<file path="config.mk">
export PLATFORM = sky130hd
export DESIGN_NAME = match_scoreboard
export DESIGN_NICKNAME = d
export VERILOG_FILES = /design/src/rtl/game_pkg.sv /design/src/rtl/score_counter.sv /design/src/rtl/match_scoreboard.sv
export SDC_FILE = /design/constraint.sdc
export NUM_CORES = 1
export LEC_CHECK = 0
export CAP_MARGIN = 40
export CORE_MARGIN = 2
export CORE_UTILIZATION = 35
export CTS_CLUSTER_DIAMETER = 150
export DETAILED_ROUTE_END_ITERATION = 8
export GPL_ROUTABILITY_DRIVEN = 0
export HOLD_SLACK_MARGIN = 0.12
export PLACE_DENSITY = 0.69
export RECOVER_POWER = 25
export SYNTH_ARGS = -nofsm -noshare
export SYNTH_HDL_FRONTEND = slang
export SYNTH_SLANG_ARGS = --single-unit
</file>
<file path="constraint.sdc">
create_clock -name clk -period 3.5 [get_ports clk]
set_clock_uncertainty 0.15 [all_clocks]
set_input_delay 0.7 -clock clk [delete_from_list [all_inputs] [get_ports clk]]
set_output_delay 0.7 -clock clk [all_outputs]
set_load 0.03 [all_outputs]
</file>
<file path="src/rtl/game_pkg.sv">
// Shared types for the two-player match scoreboard.
// Holds the FSM state enum, the BCD digit type and the largest BCD digit.
package game_pkg;

  typedef enum logic [1:0] {
    PLAY,
    HOLD,
    DONE
  } state_e;

  typedef logic [3:0] bcd_t;

  localparam int MAX_BCD = 9;

endpackage

</file>
<file path="src/rtl/score_counter.sv">
// Per-player saturating BCD win counter, one digit wide.
// Ports: clk, reset (sync, high), clr, inc -> count, at_limit (count == WIN_LIMIT).
module score_counter
  import game_pkg::*;
#(
  parameter int WIN_LIMIT = 7
) (
  input  logic       clk,
  input  logic       reset,
  input  logic       clr,
  input  logic       inc,
  output logic [3:0] count,
  output logic       at_limit
);

  // Clamp so a bad limit can never push the digit past 9.
  localparam bcd_t LIM =
    (WIN_LIMIT > MAX_BCD) ? bcd_t'(MAX_BCD) : bcd_t'(WIN_LIMIT);

  bcd_t count_q;
  bcd_t count_d;

  always_comb begin
    count_d = count_q;
    if (clr)
      count_d = '0;
    else if (inc && (count_q != LIM))
      count_d = count_q + bcd_t'(1);
  end

  always_ff @(posedge clk) begin
    if (reset)
      count_q <= '0;
    else
      count_q <= count_d;
  end

  assign count    = count_q;
  assign at_limit = (count_q == LIM);

endmodule

</file>
<file path="src/rtl/match_scoreboard.sv">
// Two-player tug-of-war match scoreboard with round-win pulse and match end.
// Ports: clk, reset, new_match, l_end, r_end, l_press, r_press ->
//        score_l, score_r, gamereset, match_over, winner_r.
module match_scoreboard
  import game_pkg::*;
#(
  parameter int WIN_LIMIT     = 7,
  parameter bit REARM_RELEASE = 1'b1
) (
  input  logic       clk,
  input  logic       reset,
  input  logic       new_match,
  input  logic       l_end,
  input  logic       r_end,
  input  logic       l_press,
  input  logic       r_press,
  output logic [3:0] score_l,
  output logic [3:0] score_r,
  output logic       gamereset,
  output logic       match_over,
  output logic       winner_r
);

  state_e state_q;
  logic   gr_q;
  logic   over_q;
  logic   wr_q;
  logic   nm_q;

  bcd_t cnt_l;
  bcd_t cnt_r;
  logic lim_l;
  logic lim_r;

  logic win_l;
  logic win_r;
  logic inc_l;
  logic inc_r;
  logic last_l;
  logic last_r;

  // A simultaneous press by both players can never qualify either side.
  assign win_l = l_end & l_press & ~r_press;
  assign win_r = r_end & r_press & ~l_press;

  // Counters only advance from PLAY; the limit check is a backstop.
  assign inc_l = (state_q == PLAY) & ~new_match
               & win_l & ~(lim_l | lim_r);
  assign inc_r = (state_q == PLAY) & ~new_match
               & win_r & ~(lim_l | lim_r);

  // This round's win is the one that reaches the limit.
  assign last_l = (cnt_l == bcd_t'(WIN_LIMIT - 1));
  assign last_r = (cnt_r == bcd_t'(WIN_LIMIT - 1));

  score_counter #(
    .WIN_LIMIT(WIN_LIMIT)
  ) u_cnt_l (
    .clk     (clk),
    .reset   (reset),
    .clr     (new_match),
    .inc     (inc_l),
    .count   (cnt_l),
    .at_limit(lim_l)
  );

  score_counter #(
    .WIN_LIMIT(WIN_LIMIT)
  ) u_cnt_r (
    .clk     (clk),
    .reset   (reset),
    .clr     (new_match),
    .inc     (inc_r),
    .count   (cnt_r),
    .at_limit(lim_r)
  );

  always_ff @(posedge clk) begin
    if (reset) begin
      state_q <= PLAY;
      gr_q    <= 1'b0;
      over_q  <= 1'b0;
      wr_q    <= 1'b0;
      nm_q    <= 1'b0;
    end else begin
      nm_q <= new_match;
      gr_q <= 1'b0;
      if (new_match) begin
        state_q <= PLAY;
        over_q  <= 1'b0;
        wr_q    <= 1'b0;
        // Pulse only on the first cycle of a held request.
        gr_q    <= ~nm_q;
      end else begin
        unique case (state_q)
          PLAY: begin
            if (inc_l | inc_r) begin
              gr_q <= 1'b1;
              if ((inc_l & last_l) | (inc_r & last_r)) begin
                state_q <= DONE;
                over_q  <= 1'b1;
                wr_q    <= inc_r;
              end else begin
                state_q <= HOLD;
              end
            end
          end
          HOLD: begin
            if (!REARM_RELEASE || (!l_press && !r_press))
              state_q <= PLAY;
          end
          DONE: begin
            state_q <= DONE;
          end
          default: state_q <= PLAY;
        endcase
      end
    end
  end

  assign score_l    = cnt_l;
  assign score_r    = cnt_r;
  assign gamereset  = gr_q;
  assign match_over = over_q;
  assign winner_r   = wr_q;

endmodule

</file>
==> results of run 1 <==
-- where the power goes --
part	internal (mW)	total, mW	leakage [nW]	switching [mW]
logic	0.0129	0.0254	0.177	0.0125
registers	0.161	0.162	0.113	0.000795
clock network	0.0633	0.115	0.0210	0.0512
-- sequential cells by signal, summed over array words and instances (netlist names) --
signal         count
u_cnt_l.count      4
u_cnt_r.count      4
state_q            2
gamereset          1
match_over         1
nm_q               1
winner_r           1
-- stage by stage --
stage | setup slack, ps | cell area, sq um | instances
finish | 972 | 933 | 122
global route | 907 | 933 | 122
CTS | 1230 | 945 | 122
detailed placement | 1120 | 908 | 118
global placement | 1130 | 908 | 118
floorplan | 1660 | 716 | 75
-- worst register-to-register path: cells and delay by family (launching register included) --
family             cells  cell delay, ps
AOI/OAI and AO/OA      1             150
DFF                    1             340
and+or+nand+nor        3            1200
-- kinds of logic after synthesis --
group	Yosys count
flops	14
xor+xnor	2
simple gates	29
compound gates	19
fa+ha+maj	4
buf+inv	7
-- worst paths after layout --
path / to / slack [ps]
min: match_over / 300
max reg2reg: u_cnt_r.count[3] / 1600
min reg2reg: match_over / 300
max: u_cnt_r.count[3] / 970
-- placed cells by master (no fill, tap or decap) --
cell type        netlist  final
nand2b_1               1      1
nand3b_2               2      2
o211ai_1               1      1
inv_1                  6      6
clkdlybuf4s50_1        0     16
nor3_1                 0      1
a31oi_1                1      1
and3b_1                1      1
nand3_1                4      4
or3_1                  4      4
or2_0                  2      2
clkbuf_8               0      1
dlygate4sd3_1          0      1
xnor2_1                2      2
a211oi_1               2      2
clkbuf_4               0      3
nor2_1                 2      2
nand4_4                2      2
o21ai_0                4      5
o2111ai_1              1      1
and3_1                 2      2
dfxtp_1               14     14
and3_2                 1      1
a21oi_1                9      9
or2_2                  1      1
nand2_1                2      2
nor2b_1                3      3
and3b_4                1      1
ha_1                   4      4
-- area by class of cell --
class / instances / area (sq um)
clock buffers: 4 / 36.3
fillers: 201 / 1010
inverters: 6 / 22.5
multi-input cells: 54 / 390
flip-flops and latches: 14 / 280
well taps: 27 / 33.8
repair buffers: 17 / 170
-- routing by layer --
metal | share of wire | GRT usage | up-vias
li1 | - | - | 308
met1 | 0.49 | 0.156 | 269
met2 | 0.45 | 0.171 | 13
met3 | 0.060 | 0.0552 | 0
met4 | 0 | 0.0143 | 0
met5 | 0 | 0 | -
==> metrics.log, run 1 <==
[metrics] result of the run: completed
[metrics] Worst Path Class, Setup: in2reg
[metrics] clock root cell: clkbuf_4
[metrics] maximum fanout along the worst path: 8
[metrics] per-cell routed wire length: 10.7 um
[metrics] synthesized-area fraction occupied by ao, oa, aoi and oai cells: 0.150
[metrics] achievable clock frequency: 396 MHz
[metrics] mux share of post-synthesis cell area: 0
[metrics] parity-gate share of the synthesized area counting xor and xnor cells: 0.0245
[metrics] clk buf depth: 2
[metrics] max-slew violation count: 0
[metrics] number of nets in the layout: 107
[metrics] boundary pin count: 18
[metrics] total track usage: 0.116
[metrics] number of warnings printed during yosys synthesis: 0
[metrics] Via density: 4.84
[metrics] number of synthesized flops with an enable pin: 0
[metrics] antenna violations before repair: 0
[metrics] # H-tree levels: 1
[metrics] final-layout setup total negative slack: 0 ps
[metrics] setup repair after global routing missed its margin: no
[metrics] detailed router's first-iteration violation count: 9
[metrics] startpoint class of the critical path: input pin
[metrics] Mapped Nets: 86
[metrics] kind of end point of the critical path: register
[metrics] required time reported for the critical path endpoint: 3560 ps
[metrics] DRC violations left: 0
[metrics] async set-or-reset flop fraction in the synthesized netlist: 0
[metrics] most frequent cell after synthesis: dfxtp_1
[metrics] normalized max-slew margin: 0.546
[metrics] Main synth FF type: dfxtp_1
[metrics] number of max-capacitance violations reported: 0
[metrics] quantity of gates resized following cts: 0
[metrics] cell type of the slowest stage on the worst timing path: dlygate4sd3_1
[metrics] final standard cell utilization of the core: 0.481
[metrics] count of endpoints failing hold in the final timing report: 0
[metrics] crit path time final: 2530 ps
[metrics] standard-cell rows: 16
[metrics] first-pass GRT wire length: 2.21 mm
[metrics] post-synthesis cell type count: 27
[metrics] number of buffers added to fix hold violations after cts: 0
[metrics] remaining antenna violation count after routing: 0
[metrics] reg2reg path depth: 4
[metrics] fraction of the mapped netlist area in adder cells: 0.0699
[metrics] routed via count: 590
[metrics] main area contributors after synthesis: dfxtp_1 (39%), ha_1 (7.0%), a21oi_1 (6.3%), nand4_4 (5.9%), or3_1 (3.5%)
[metrics] number of synthesized register bits: 14
[metrics] DIE HEIGHT: 49.2 um
[metrics] number of stages on the worst setup path: 5
[metrics] synthesis-to-layout area growth: 30.4%
[metrics] worst hold path stage count: 2
[metrics] largest net degree at the start of global routing: 13
[metrics] Post-synth top cells: dfxtp_1 (14), a21oi_1 (9), inv_1 (6)
[metrics] launch instance of the worst min-delay path: match_over
[metrics] post-detail-place hpwl: 1.01 mm
[metrics] TritonCTS clock tree: yes
[metrics] leak pwr: 0.311 nW
[metrics] critical path startpoint: new_match
[metrics] worst-margin pin slew: 675 ps
[metrics] grt ovf: 0
[metrics] path type of the worst min-delay path: reg2reg
[metrics] cell family contributing the most delay on the critical path: simple AND/OR/NAND/NOR gates
[metrics] sinks on the clock net: 14
[metrics] number of buffers added by the clock tree synthesis step: 3
[metrics] # Post-CTS Setup Buffers: 0
[metrics] CP cell instances: dlygate4sd3_1, nor3_1, nand4_4, or3_1, a21oi_1
[metrics] area leader, netlist: dfxtp_1
[metrics] Post-Synthesis Cell Area: 716 sq um
[metrics] Synth Instances: 75
[metrics] worst vdd ir: 0.286 mV
[metrics] largest family of logic cells by synthesized area: simple AND/OR/NAND/NOR gates
[metrics] Final Total Pwr: 302 uW
[metrics] Port Buffer Count: 17
[metrics] diodes inserted: 0
[metrics] post-route clock period utilization: 0.722
[metrics] post-synthesis average cell area: 9.54 sq um
[metrics] Placeable Area: 1940 sq um
[metrics] initial core utilization: 0.369
[metrics] overall die area: 2420 sq um
[metrics] startpoint of the lowest-slack register-to-register path: state_q[0]
[metrics] Die X: 49.2 um
[metrics] CTS clk-pin slew, worst paths: 80 ps
[metrics] Routed Wire Length: 1.31 mm
[metrics] proportion of synthesized chip area in sequential cells: 0.392
[metrics] CP Data Arrival Time: 2590 ps
[metrics] via count of the first global-routing pass: 526
[metrics] proportion of layout cells with a drive suffix above 1: 0.116
[metrics] power density over the cells: 323 nW/um^2
[metrics] final setup violation count: 0
[metrics] Buffers & Inverters on Critical Path: 1
[metrics] detailed-routing iteration count for the pre-antenna-repair pass: 4
[metrics] Slowest Stage Delay on Critical Path: 580 ps
[metrics] simple-gate share of the synthesized area: 0.316
[metrics] fraction of synthesized cell area taken by the top area cell type: 0.392
[metrics] worst hold slack: 298 ps
[metrics] worst-skew pair later-pin latency: 280 ps
No activity file was read; power rests on OpenSTA's default activity.
==> inputs of run 2 (changes only) <==
- PLACE_DENSITY: 0.69 -> 0.72
- clock period: 3.5 -> 2.1 ns (I/O delays scaled with it)
==> run 2 against run 1 <==
Clock power increased by 76%. Non-clock buffer count increased by 2. Global-route usage grew 2.6 points. Wire length is 16% higher. Sequential power is 67% higher. Sequential cell count is the same. Critical path type is now reg2out. Largest power group unchanged. Highest routed layer is now met4.
==> metrics.log, run 2 (synthesized netlist as in run 1, its figures left out) <==
[metrics] maximum fanout along the worst path: 6
[metrics] Slowest Stage Delay on Critical Path: 710 ps
[metrics] leak pwr: 0.320 nW
[metrics] TritonCTS clock tree: yes
[metrics] quantity of gates resized following cts: 0
[metrics] result of the run: completed
[metrics] remaining antenna violation count after routing: 0
[metrics] Routed Wire Length: 1.52 mm
[metrics] number of buffers added to fix hold violations after cts: 0
[metrics] required time reported for the critical path endpoint: 1530 ps
[metrics] synthesis-to-layout area growth: 32.7%
[metrics] net switching power of the design: 120 uW
[metrics] post-detail-place hpwl: 1.15 mm
[metrics] Die X: 49.2 um
[metrics] diodes inserted: 0
[metrics] Flop pwr share: 0.523
[metrics] Placeable Area: 1940 sq um
[metrics] total track usage: 0.142
[metrics] path type of the worst min-delay path: reg2reg
[metrics] slack of the critical path: 109 ps
[metrics] internal power of the cells: 397 uW
[metrics] per-cell routed wire length: 12.2 um
[metrics] Buffers & Inverters on Critical Path: 1
[metrics] fraction of power consumed by the clock network: 0.390
[metrics] # H-tree levels: 1
[metrics] DIE HEIGHT: 49.2 um
[metrics] clock root cell: clkbuf_4
[metrics] number of nets in the layout: 109
[metrics] number of buffers added by the clock tree synthesis step: 3
[metrics] Worst Path Class, Setup: reg2out
[metrics] grt ovf: 0
[metrics] Layout fillers: 204
[metrics] slack of the worst reg-to-reg path: 450 ps
[metrics] final setup violation count: 0
[metrics] worst vdd ir: 0.327 mV
[metrics] antenna violations before repair: 0
[metrics] switching part of the total power: 0.232
[metrics] via count of the first global-routing pass: 635
[metrics] detailed-routing iteration count for the pre-antenna-repair pass: 4
[metrics] worst slack at placement: 6.87 ps
[metrics] commonest non-fill, non-tap cells in the layout: clkdlybuf4s50_1 (16), dfxtp_1 (14), a21oi_1 (9), inv_1 (6), o21ai_0 (5)
[metrics] standard-cell rows: 16
[metrics] first-pass GRT wire length: 2.68 mm
[metrics] overall die area: 2420 sq um
[metrics] number of instances in the placed design: 120
[metrics] non-filler cells, final: 124
[metrics] area taken by flip-flops and latches: 280 sq um
[metrics] area taken by multi-input logic gates: 395 sq um
[metrics] power density over the cells: 544 nW/um^2
[metrics] routed via count: 612
[metrics] Port Buffer Count: 17
[metrics] CP Data Arrival Time: 1420 ps
[metrics] achievable clock frequency: 502 MHz
[metrics] kind of end point of the critical path: primary output
[metrics] largest net degree at the start of global routing: 13
[metrics] worst hold slack: 299 ps
[metrics] # Post-CTS Setup Buffers: 0
[metrics] CP cell instances: clkdlybuf4s50_1
[metrics] startpoint class of the critical path: register
[metrics] DRC violations left: 0
[metrics] setup repair after global routing missed its margin: no
[metrics] post-route clock period utilization: 0.948
[metrics] number of max-capacitance violations reported: 0
[metrics] worst-skew pair later-pin latency: 290 ps
[metrics] Final Total Pwr: 517 uW
[metrics] proportion of layout cells with a drive suffix above 1: 0.134
[metrics] Via density: 4.94
[metrics] cell type of the slowest stage on the worst timing path: clkdlybuf4s50_1
[metrics] max-slew violation count: 0
[metrics] cell family contributing the most delay on the critical path: buffers and inverters
[metrics] final-layout setup total negative slack: 0 ps
[metrics] worst-margin pin slew: 401 ps
[metrics] detailed router's first-iteration violation count: 5
[metrics] count of endpoints failing hold in the final timing report: 0
[metrics] crit path time final: 1990 ps
[metrics] boundary pin count: 18
[metrics] sinks on the clock net: 14
[metrics] clk buf depth: 2
[metrics] initial core utilization: 0.369
[metrics] most frequent standard cell in the layout excluding fill and tap cells: clkdlybuf4s50_1
[metrics] CTS clk-pin slew, worst paths: 90 ps
[metrics] share of total power in combinational logic: 0.087
[metrics] normalized max-slew margin: 0.731
## run 2: path summary, 6_finish.rpt
| path | depth (start not counted) | startpoint | endpoint |
|---|---|---|---|
| worst max-delay path | 1 | u_cnt_l.count[2] | score_l[2] |
| worst min-delay path | 2 | match_over | match_over |
| worst max register to register | 4 | state_q[0] | state_q[1] |
| worst min register to register | 2 | match_over | match_over |
## run 2: power by group through the flow
| stage | registers, mW | clock network, mW | logic (mW) |
|---|---|---|---|
| 3_3_place_gp | 0.276 | 0 | 0.0456 |
| 2_1_floorplan | 0.280 | 0 | 0.0220 |
| 6_report | 0.270 | 0.202 | 0.0447 |
| 4_1_cts | 0.270 | 0.203 | 0.0466 |
| 3_5_place_dp | 0.277 | 0 | 0.0460 |
| 5_1_grt | 0.271 | 0.220 | 0.0482 |
## run 2: layout make-up
class	instances	area share
multi-input cells	54	0.416
flip-flops and latches	14	0.295
repair buffers	19	0.191
clock buffers	4	0.0382
well taps	27	0.0356
inverters	6	0.0237
## run 2: metrics by stage
stage,cell area (sq um),util
after global placement,923,0.476
after CTS,960,0.494
after floorplan,716,-
after detailed placement,923,0.476
final,950,0.489
after global routing,950,0.489
## run 2: routing by layer
metal / part of all wire / GRT usage / vias to the layer above
met5: 0 / 0 / -
met4: 0.0086 / 0.0571 / 0
met3: 0.047 / 0.0368 / 2
met2: 0.50 / 0.239 / 12
met1: 0.44 / 0.170 / 288
li1: - / - / 310
